`src/rtl/btn_event_arbiter.sv`:
```
// Push-button event arbiter: per-button pending flags, a round-robin grant into
// a small event FIFO, and an auto-repeat generator for a held button.

module btn_pend_lane (
  input  logic clk,
  input  logic rst,
  input  logic press,
  input  logic tick,
  input  logic grant,
  output logic pend,
  output logic pend_rep,
  output logic ovf_hit
);
  // A press already waiting and not leaving this cycle is merged away.
  assign ovf_hit = press & pend & ~grant;

  always_ff @(posedge clk) begin
    if (rst) begin
      pend     <= 1'b0;
      pend_rep <= 1'b0;
    end else if (press) begin
      pend     <= 1'b1;
      pend_rep <= 1'b0;
    end else if (tick && !(pend && !grant)) begin
      pend     <= 1'b1;
      pend_rep <= 1'b1;
    end else if (grant) begin
      pend     <= 1'b0;
    end
  end
endmodule

module btn_event_arbiter #(
  parameter int NUM_BTNS     = 5,
  parameter int IDX_W        = 3,
  parameter int FIFO_DEPTH   = 4,
  parameter int REPEAT_DELAY = 25_000_000,
  parameter int REPEAT_RATE  = 5_000_000,
  parameter int CNT_W        = 25
) (
  input  logic                clk,
  input  logic                rst,
  input  logic [NUM_BTNS-1:0] btn_level,
  input  logic [NUM_BTNS-1:0] btn_posedge,
  output logic                evt_valid,
  input  logic                evt_ready,
  output logic [IDX_W-1:0]    evt_btn,
  output logic                evt_repeat,
  output logic                ovf
);
  localparam int AW = $clog2(FIFO_DEPTH);

  typedef enum logic [1:0] {IDLE, DELAY, RATE} rstate_t;

  logic [NUM_BTNS-1:0] pend, pend_rep, grant, tick, ovf_hit;
  logic [IDX_W-1:0]    rr, gidx;
  logic                gnt_vld, found;
  logic [IDX_W:0]      mem [FIFO_DEPTH];
  logic [AW:0]         wp, rp;
  logic                full, empty, pop, can_push;
  rstate_t             state;
  logic [IDX_W-1:0]    last, lo_idx;
  logic [CNT_W-1:0]    cnt;
  logic                any_pe, held, rep_tick;

  for (genvar b = 0; b < NUM_BTNS; b++) begin : g_lane
    btn_pend_lane u_lane (
      .clk      (clk),
      .rst      (rst),
      .press    (btn_posedge[b]),
      .tick     (tick[b]),
      .grant    (grant[b]),
      .pend     (pend[b]),
      .pend_rep (pend_rep[b]),
      .ovf_hit  (ovf_hit[b])
    );
  end

  // FIFO status; head is read straight out of storage.
  assign empty     = (wp == rp);
  assign full      = (wp[AW] != rp[AW]) && (wp[AW-1:0] == rp[AW-1:0]);
  assign evt_valid = ~empty;
  assign pop       = evt_valid & evt_ready;
  assign can_push  = ~full | pop;
  assign {evt_btn, evt_repeat} = mem[rp[AW-1:0]];

  // Round-robin search starting at rr.
  always_comb begin
    grant   = '0;
    gidx    = '0;
    found   = 1'b0;
    for (int i = 0; i < NUM_BTNS; i++) begin
      int idx;
      idx = int'(rr) + i;
      if (idx >= NUM_BTNS) idx = idx - NUM_BTNS;
      if (!found && pend[idx]) begin
        found = 1'b1;
        gidx  = IDX_W'(idx);
      end
    end
    gnt_vld = found & can_push;
    if (gnt_vld) grant[gidx] = 1'b1;
  end

  always_ff @(posedge clk) begin
    if (rst) begin
      rr <= '0;
      wp <= '0;
      rp <= '0;
      for (int i = 0; i < FIFO_DEPTH; i++) mem[i] <= '0;
    end else begin
      if (gnt_vld) begin
        mem[wp[AW-1:0]] <= {gidx, pend_rep[gidx]};
        wp <= wp + 1'b1;
        rr <= (int'(gidx) == NUM_BTNS - 1) ? '0 : gidx + 1'b1;
      end
      if (pop) rp <= rp + 1'b1;
    end
  end

  always_ff @(posedge clk) begin
    if (rst)           ovf <= 1'b0;
    else if (|ovf_hit) ovf <= 1'b1;
  end

  // Auto-repeat: lowest-index new press owns the timer.
  always_comb begin
    lo_idx = '0;
    for (int i = NUM_BTNS - 1; i >= 0; i--)
      if (btn_posedge[i]) lo_idx = IDX_W'(i);
  end

  assign any_pe   = |btn_posedge;
  assign held     = btn_level[last];
  // A new press restarts timing, so it suppresses a tick due the same cycle.
  assign rep_tick = !any_pe && held &&
                    ((state == DELAY && cnt == CNT_W'(REPEAT_DELAY - 1)) ||
                     (state == RATE  && cnt == CNT_W'(REPEAT_RATE - 1)));

  always_comb begin
    tick = '0;
    for (int i = 0; i < NUM_BTNS; i++)
      tick[i] = rep_tick && (last == IDX_W'(i));
  end

  always_ff @(posedge clk) begin
    if (rst) begin
      state <= IDLE;
      last  <= '0;
      cnt   <= '0;
    end else if (any_pe) begin
      state <= DELAY;
      last  <= lo_idx;
      cnt   <= '0;
    end else begin
      case (state)
        DELAY: begin
          if (!held) state <= IDLE;
          else if (cnt == CNT_W'(REPEAT_DELAY - 1)) begin
            cnt   <= '0;
            state <= RATE;
          end else cnt <= cnt + CNT_W'(1);
        end
        RATE: begin
          if (!held) state <= IDLE;
          else if (cnt == CNT_W'(REPEAT_RATE - 1)) cnt <= '0;
          else cnt <= cnt + CNT_W'(1);
        end
        default: ;
      endcase
    end
  end
endmodule

```
`config.mk`:
```
export PLATFORM = sky130hd
export DESIGN_NAME = btn_event_arbiter
export DESIGN_NICKNAME = d
export VERILOG_FILES = /design/src/rtl/btn_event_arbiter.sv
export SDC_FILE = /design/constraint.sdc
export NUM_CORES = 1
export LEC_CHECK = 0
export ABC_AREA = 1
export CAP_MARGIN = 15
export CORE_MARGIN = 8
export CORE_UTILIZATION = 40
export CTS_CLUSTER_DIAMETER = 200
export DETAILED_ROUTE_END_ITERATION = 16
export HOLD_SLACK_MARGIN = 0.08
export PLACE_DENSITY_LB_ADDON = 0.05
export SYNTH_ARGS = -nofsm -noshare
export SYNTH_HDL_FRONTEND = slang
export SYNTH_HIERARCHICAL = 1
export SYNTH_SLANG_ARGS = --single-unit
```
`constraint.sdc`:
```
create_clock -name clk -period 3.55 [get_ports clk]
set_input_delay 0.355 -clock clk [delete_from_list [all_inputs] [get_ports clk]]
set_output_delay 0.355 -clock clk [all_outputs]
set_load 0.1 [all_outputs]
```
== After elaboration in Yosys (flattened, before gate mapping) ==
Memory sizes are Yosys's and may differ from the RTL's. A register that Yosys moved wholly into a read port is not among the register bits.
Index checks and enable logic that the tools add are counted.
Storage, ports and cells
  bits in registers: 50
  RAM bits: 16
  input bits: 13
  memories kept: 1
  word-level logic and storage cells: 222
Cells by class
  bitwise operators: 20
  $add $sub $neg: 13
  reduce and logical (&&, ||, !) cells: 61
  magnitude comparators: 13
  equality and inequality tests: 18
  muxes and demuxes: 78
Memories
  mem: words 4, bits a word 4, read ports 1, clocked after Yosys merged registers in 1, wr ports 4, RTL line 58  | logic [IDX_W:0] mem [FIFO_DEPTH];
Operators with widths (count)
  32-bit by 5-bit less-than comparator with 1-bit output (second input constant): 5
  32-bit two-way mux: 5
  25-bit two-way mux: 4
  25-bit one-hot mux with 2 select lines: 1
  1-bit two-way mux: 40
  3-bit two-way mux: 11
  25-bit by 1-bit adder with 25-bit output (second input constant): 1
  25-bit by 23-bit == test with 1-bit output (second input constant): 1
  25-bit == test (second input constant): 1
  1-bit logical AND: 25
  1-bit binary-select mux with 3-bit select: 7
  4-bit by 3-bit subtractor with 5-bit output (second input constant): 4
  3-bit nonzero test: 6
  4-bit by 3-bit greater-or-equal comparator with 1-bit output (second input constant): 4
  1-bit logical NOT: 15
  1-bit AND: 12
  2-bit two-way mux: 6
  2-bit OR reduction: 5
  5-bit OR reduction: 2
  3-bit by 1-bit adder with 3-bit output (second input constant): 3
  3-bit AND reduction: 3
  3-bit by 2-bit adder with 4-bit output (second input constant): 2
  3-bit by 4-bit less-than comparator with 1-bit output (second input constant): 2
  1-bit inverter: 7
  other kinds (27): 31

== Longest topological paths before layout ==
Gate-level depths: netlist (run 1).
  depth after elaboration: 29
  gate-level depth with buffers: 28
  mapped depth without buffers: 27

== Hierarchy ==
Netlist (run 1), hierarchy kept.
Modules (own cells, without submodules)
  btn_event_arbiter: cells an instance 596, seq. area each 1321.3 µm², times used 1, area an instance 4142.7 µm²
  btn_pend_lane: cells an instance 12, seq. area each 40.0 µm², times used 5, area an instance 86.3 µm²

== Worst setup path before layout (run 1) ==
No wires, ideal clock.
  path type: register to register
  start: register rr[0]
  end: register ovf
  data required time: 3.430 ns
  cell stages (with the launch flop): 26
  data arrival time: 3.469 ns
  path slack: -0.039 ns
  clock period less this slack: 3.589 ns
  cells stage by stage: dfxtp_1 buf_6 inv_4 ha_1 inv_2 nand3_2 nand2_4 nand2_4 nand2_2 xor2_2 nor2_2 inv_2 nand3_4 nor2_8 nand3_4 nor2_2 inv_2 nand2_4 inv_4 nor2_4 inv_1 nor2_1 nor2_1 or4_1 o31ai_1 inv_1
On the way
  longest elaborated chain between the ends: 26
  elaborated cells on any way between the ends: 70
  those cells by class: add/sub (9); order compare (7); mux (33); bitwise (11); reduce/logical (10)
RTL lines
  start: declaration: RTL line 56  | logic [IDX_W-1:0] rr, gidx;
  start signal: assignment: RTL line 115  | rr <= (int'(gidx) == NUM_BTNS - 1) ? '0 : gidx + 1'b1;
  branches (longest 22 deep; another with 4-bit by 3-bit subtractor with 5-bit output)
  5-bit two-way mux (*): RTL line 102  | if (gnt_vld) grant[gidx] = 1'b1;
  via grant[1]: RTL line 55  | logic [NUM_BTNS-1:0] pend, pend_rep, grant, tick, ovf_hit;
  1-bit inverter (*): RTL line 15  | assign ovf_hit = press & pend & ~grant;
  1-bit AND (*): RTL line 15
  via ovf_hit[1]: RTL line 55
  5-bit OR reduction (*): RTL line 123  | else if (|ovf_hit) ovf <= 1'b1;
  end signal: assignment: RTL line 122  | if (rst) ovf <= 1'b0;
  end signal: assignment: RTL line 123
  end: declaration: RTL line 49  | output logic ovf
Mark *: on every way through the listed nets, which the timed path passes. The select of a mux whose other input is x is not followed.
A chain may end at the register's enable or synchronous reset.

== Worst setup path in the final report (run 1) ==
Ends and elaborated chain as after synthesis.

==> metrics.yaml, run 1 <==
path_clk_slew_ps: 60
io_pins: 19
insertion_delay_ps: 330
ys_ff_latch: 68
die_h_um: 123
synth_top_area_frac: 0.228
grt_pass1_wl_um: 18600
core_area_um2: 11300
endpoint_kind: "register"
regArea_um2: 1530
post-route-drc-count: 0
final_max_slew_viol_count: 0
antenna_found_initial: 0
tightest_slew_ps: 968
finalNetCount: 766
crit_path_start_kind: "register"
vias: 4376
ys.flop_type: "dfxtp_1"
fmax_mhz: 290
yosysSeqAreaShare: 0.333
min_path_cells: 2
dp_hpwl_um: 8870
setup_violations: 0
required_ps: 3770
cts_sinks: 68
async_flop_share: 0
synth.most_common_cell: "nand2_1"
finalCritPeriodShare: 0.971
final_util: 0.542
synth_common_cells: "132 x nand2_1, 98 x inv_1, 77 x nor2_1"
hold_path.class: "reg -> reg"
num-fill-cells: 1066
postRouteAntennaNets: 0
yosys_warnings: 6
start_util: 0.406
syn_avg_cell_area_um2: 6.97
cp_max_fo: 6
rrSetupSlack_ps: 100
grt_overflow: 0
htreeDepth: 3
die_width_um: 123
grt_pass1_vias: 4169
die_area_um2: 15100
port_buffers: 18
finalCriticalPeriod_ps: 3450
syn_inst: 656
cap_violations: 0
drtIter0Drc: 204
yosysTopAreaCell: "dfxtp_1"
rr_worst_depth: 25
drive_gt1_frac: 0.267
wl_per_cell_um: 13.6
arrival_ps: 3660
ys_types: 48
skew_ps: 5.94
slowest_delay_ps: 550
timing.slew.headroom: 0.353
critPathMostFrequentCell: "nand2_2"
min_from: "g_lane[3].u_lane/pend_rep"
netlist_area_um2: 4570
synth_area_leaders: "dfxtp_1 23%, nand2_1 11%, edfxtp_1 11%"
worstHoldEndpoint: "g_lane[3].u_lane/pend_rep"
final_hold_viol_count: 0
rsz0062_at_grt: "true"
synth-edff-count: 16
critPathKind: "reg -> reg"
cts_made_buffers: 9
diodes: 0
multi_input_area_um2: 2990
status: "completed"
syn_nets: 688
syn_to_final_growth_pct: 33.6
track_usage: 0.153
grt_max_degree: 15
cts_root_buf: "clkbuf_16"
drt-total-wl_um: 12000
r2r_start: "rr[0]"
drt_pass1_iterations: 4
row_count: 39
gp_congestion: 0.838
viasPerCell: 4.96
cts_buffer_depth: 2
r2r-end: "ovf"
cpMaxStageDelayCell: "or4_4"
cts_tree: "yes"
-- cell usage in the layout (no fill, tap or decap), types with 15 or more instances in the layout --
master / synthesis / layout
inv_2: 11 / 16
nand2_2: 17 / 24
buf_4: 0 / 49
nand4_1: 15 / 15
nand3_1: 50 / 44
nand2_1: 132 / 112
a21oi_1: 36 / 34
o21ai_0: 35 / 30
edfxtp_1: 16 / 16
inv_1: 98 / 89
clkdlybuf4s50_1: 0 / 17
nand2_4: 5 / 17
nor2_1: 77 / 73
dfxtp_1: 52 / 49
-- registers in the layout, summed over array words and instances (netlist names), named ones only --
signal	count
mem	16
wp	3
rp	3
cnt	25
state	2
rr	3
ovf	1
g_lane.u_lane/pend	5
g_lane.u_lane/pend_rep	5
last	3
-- worst max-delay path by stage --
stage                     startpoint  endpoint  cells after the start
after floorplan                rr[0]       ovf                     26
after global placement         rr[1]       ovf                     25
after detailed placement       rr[1]       ovf                     23
after CTS                      rr[1]       ovf                     25
after global routing           rr[1]       ovf                     25
final                          rr[0]       ovf                     25
-- per-stage QoR --
stage | setup TNS (ps) | cells | cell area [µm²] | hold WS [ps] | worst slack (ps)
after floorplan | 0 | 656 | 4590 | 424 | 43.1
after global placement | 0 | 840 | 5140 | 456 | 15.9
after detailed placement | -85.0 | 840 | 5140 | 461 | -85.0
after CTS | 0 | 856 | 5490 | 470 | 6.85
after global routing | -83.8 | 882 | 6110 | 486 | -83.8
final | 0 | 882 | 6110 | 469 | 104
-- final cells by class --
cell class              count  share of cell area
flip-flops and latches     68               0.250
well taps                 143              0.0293
repair buffers             71               0.103
clock buffers               9              0.0369
inverters                 111              0.0727
clock inverters             7              0.0188
multi-input cells         473               0.489
-- metal layers --
| metal | global-route usage | share of wire | up-vias |
|---|---|---|---|
| met4 | 0.0724 | 0.025 | 0 |
| met5 | 0 | 0 | - |
| met2 | 0.282 | 0.52 | 59 |
| met3 | 0.0279 | 0.028 | 20 |
| met1 | 0.167 | 0.42 | 2005 |
| li1 | - | - | 2292 |
-- worst max-delay path: cells and delay by family (launching register included) --
kind | cells | cell delay [ps]
compound gates | 2 | 430
fa+ha+maj | 2 | 370
buf+inv | 6 | 330
flops | 1 | 390
simple gates | 15 | 1780
-- logic make-up after synthesis --
logic type,Yosys count,share of synthesized area
fa+ha+maj,19,0.0520
flops,68,0.333
compound gates,99,0.126
xor+xnor,7,0.0167
simple gates,348,0.376
buf+inv,115,0.0971
-- timing repair --
action / in CTS / in global routing
endpoints found under the setup margin: 1 / 1
hold buffers: 0 / 0
setup buffers: 0 / 25
resized for setup: 6 / 100
cloned: 0 / 1
pin swaps: 1 / 40
hold endpoints to repair: 0 / 0
Power of run 1 is left out: the tool's default activity adds up to more than one toggle a clock period on the data nets, which glitch-free logic cannot reach.
==> run 2: changes to the inputs <==
Settings changed: HOLD_SLACK_MARGIN 0.08 to 0.12.
==> results of run 2 <==
Same layout as run 1: the final DEF is identical, and so are final timing and power.
Power of run 2 is left out for the same reason.
==> run 3: changes to the inputs <==
Settings changed: CORE_UTILIZATION 40 to 30.
==> run 3 against run 2 <==
Compared with the run above: sequential share of layout area increased by 1.4 points; die area increased by 29%; worst setup slack improved by 77 ps; design area decreased by 5.8%; maximum frequency increased by 2.3%; via count decreased by 2.0%; hold slack got worse by 3.5 ps; sequential cell count unchanged; clock-buffer cell count increased by 2; register-to-register slack improved by 80 ps; routed wire length increased by 3.9%; largest cell class unchanged.
==> metrics.yaml, run 3 (synthesis results as in run 1) <==
hold_path.class: "reg -> reg"
cts_root_buf: "clkbuf_16"
arrival_ps: 3590  # -70 ps
drtIter0Drc: 252  # +24%
port_buffers: 18  # unchanged
wl_per_cell_um: 13.7  # +0.53%
viasPerCell: 4.70  # -5.3%
drive_gt1_frac: 0.225  # -0.0414
regMostFlops: "cnt"
reg_top3: "cnt (25), mem (16)"
critPathKind: "reg -> reg"
cts_tree: "yes"
final_util: 0.383  # -0.159
setup_violations: 0  # unchanged
track_usage: 0.128  # -0.0255
die_h_um: 139  # +13%
gp_congestion: 0.816  # -2.7%
drt-total-wl_um: 12500  # +3.9%
path_clk_slew_ps: 50  # about the same
cts_made_buffers: 9  # unchanged
status: "completed"
rsz0062_at_grt: "true"
dp_hpwl_um: 9670  # +9.1%
post-route-drc-count: 0  # unchanged
grt_pass1_wl_um: 20100  # +8.5%
row_count: 45  # +15%
final_cell_mix: "118 x nand2_1, 92 x inv_1, 73 x nor2_1"
htreeDepth: 3  # unchanged
final_common_cell: "nand2_1"
grt_overflow: 0  # unchanged
insertion_delay_ps: 340  # about the same
final_max_slew_viol_count: 0  # unchanged
tightest_slew_ps: 973  # +4.88 ps
postRouteAntennaNets: 0  # unchanged
start_util: 0.304  # -0.102
cp_max_fo: 6  # unchanged
timing.slew.headroom: 0.349  # -0.00326
largest_reg_flops: 25  # unchanged
final_hold_viol_count: 0  # unchanged
drt_pass1_iterations: 4  # unchanged
syn_to_final_growth_pct: 25.8
grt_pass1_vias: 4021  # -3.6%
hold_buffers: 0  # unchanged
fmax_mhz: 297  # +2.3%
diodes: 0  # unchanged
vias: 4287  # -2.0%
antenna_found_initial: 0  # unchanged
skew_ps: 8.73  # +2.79 ps
die_width_um: 139  # +13%
cts_sinks: 68  # unchanged
num-fill-cells: 1574  # +48%
crit_path_start_kind: "register"
grt_max_degree: 18  # +3
die_area_um2: 19500  # +29%
cts_buffer_depth: 2  # unchanged
required_ps: 3770  # about the same
endpoint_kind: "register"
finalCriticalPeriod_ps: 3370  # -77.1 ps
finalCritPeriodShare: 0.949  # -0.0217
io_pins: 19  # unchanged
cap_violations: 0  # unchanged
core_area_um2: 15000  # +33%
finalNetCount: 751  # -2.0%
-- run 3: changes by cell type in the layout (fill, tap and decap cells not counted), moves of 3 or more --
cell             previous run  this run
buf_4                      49        40
nand2_4                    17        10
nand2_1                   112       118
clkdlybuf4s50_1            17        14
inv_1                      89        92
nand3_1                    44        47
-- run 3: critical path: stages, from the launching register on --
cell and delay (ps):
dfxtp_2 330, buf_4 150, ha_4 160, inv_1 50, nand2_1 50, nand2_2 110
nand2_4 80, nand2_4 70, nand2_2 80, xor2_4 280, nor2_4 60, inv_2 80
nand3_4 90, nor2_8 170, nand3_4 120, nor2_4 130, inv_2 40, nand2_4 70
inv_4 40, nor2_4 80, inv_2 60, nor2_4 110, nor2_1 50, or4_1 490
o31ai_1 240, inv_1 60
-- run 3: metrics by stage --
| stage | cell area [µm²] | setup TNS (ps) | std cells | setup WS (ps) | hold WS, ps |
|---|---|---|---|---|---|
| 6_report | 5750 | 0 | 912 | 181 | 465 |
| 5_1_grt | 5750 | -61.8 | 912 | -61.8 | 481 |
| 4_1_cts | 5430 | 0 | 897 | 43.4 | 468 |
| 3_5_place_dp | 5140 | -51.5 | 881 | -51.5 | 459 |
| 3_3_place_gp | 5140 | 0 | 881 | 23.8 | 455 |
| 2_1_floorplan | 4590 | 0 | 656 | 43.1 | 424 |
-- run 3: layer usage --
layer  global-route usage  vias to the layer above  part of all wire
met1                0.166                     1962              0.50
met3               0.0335                        6             0.031
met4               0.0376                        0            0.0079
met2                0.204                       53              0.46
li1                     -                     2266                 -
met5                    0                        -                 0
-- run 3: cell type report --
cell class                      instances  area (µm²)  share of cell area
Multi-Input combinational cell        473        2820               0.490
Sequential cell                        68        1520               0.265
Timing Repair Buffer                   56         463              0.0805
Inverter                              111         424              0.0737
Tap cell                              188         235              0.0409
Clock buffer                           11         233              0.0404
Clock inverter                          5        53.8             0.00935
-- run 3: repair_timing --
| item | in CTS | in global routing |
|---|---|---|
| endpoints found under the setup margin | 1 | 1 |
| pin swaps | 0 | 18 |
| cloned | 0 | 0 |
| gates resized for setup | 3 | 55 |
| buffers inserted | 0 | 15 |
-- run 3: path summary, 6_finish.rpt --
path	startpoint	endpoint	slack [ps]	cells after the start
worst min register to register	g_lane[1].u_lane/pend_rep	g_lane[1].u_lane/pend_rep	470	2
worst max register to register	rr[0]	ovf	180	25
worst max-delay path	rr[0]	ovf	180	25
worst min-delay path	g_lane[1].u_lane/pend_rep	g_lane[1].u_lane/pend_rep	470	2
Power of run 3 is left out for the same reason.
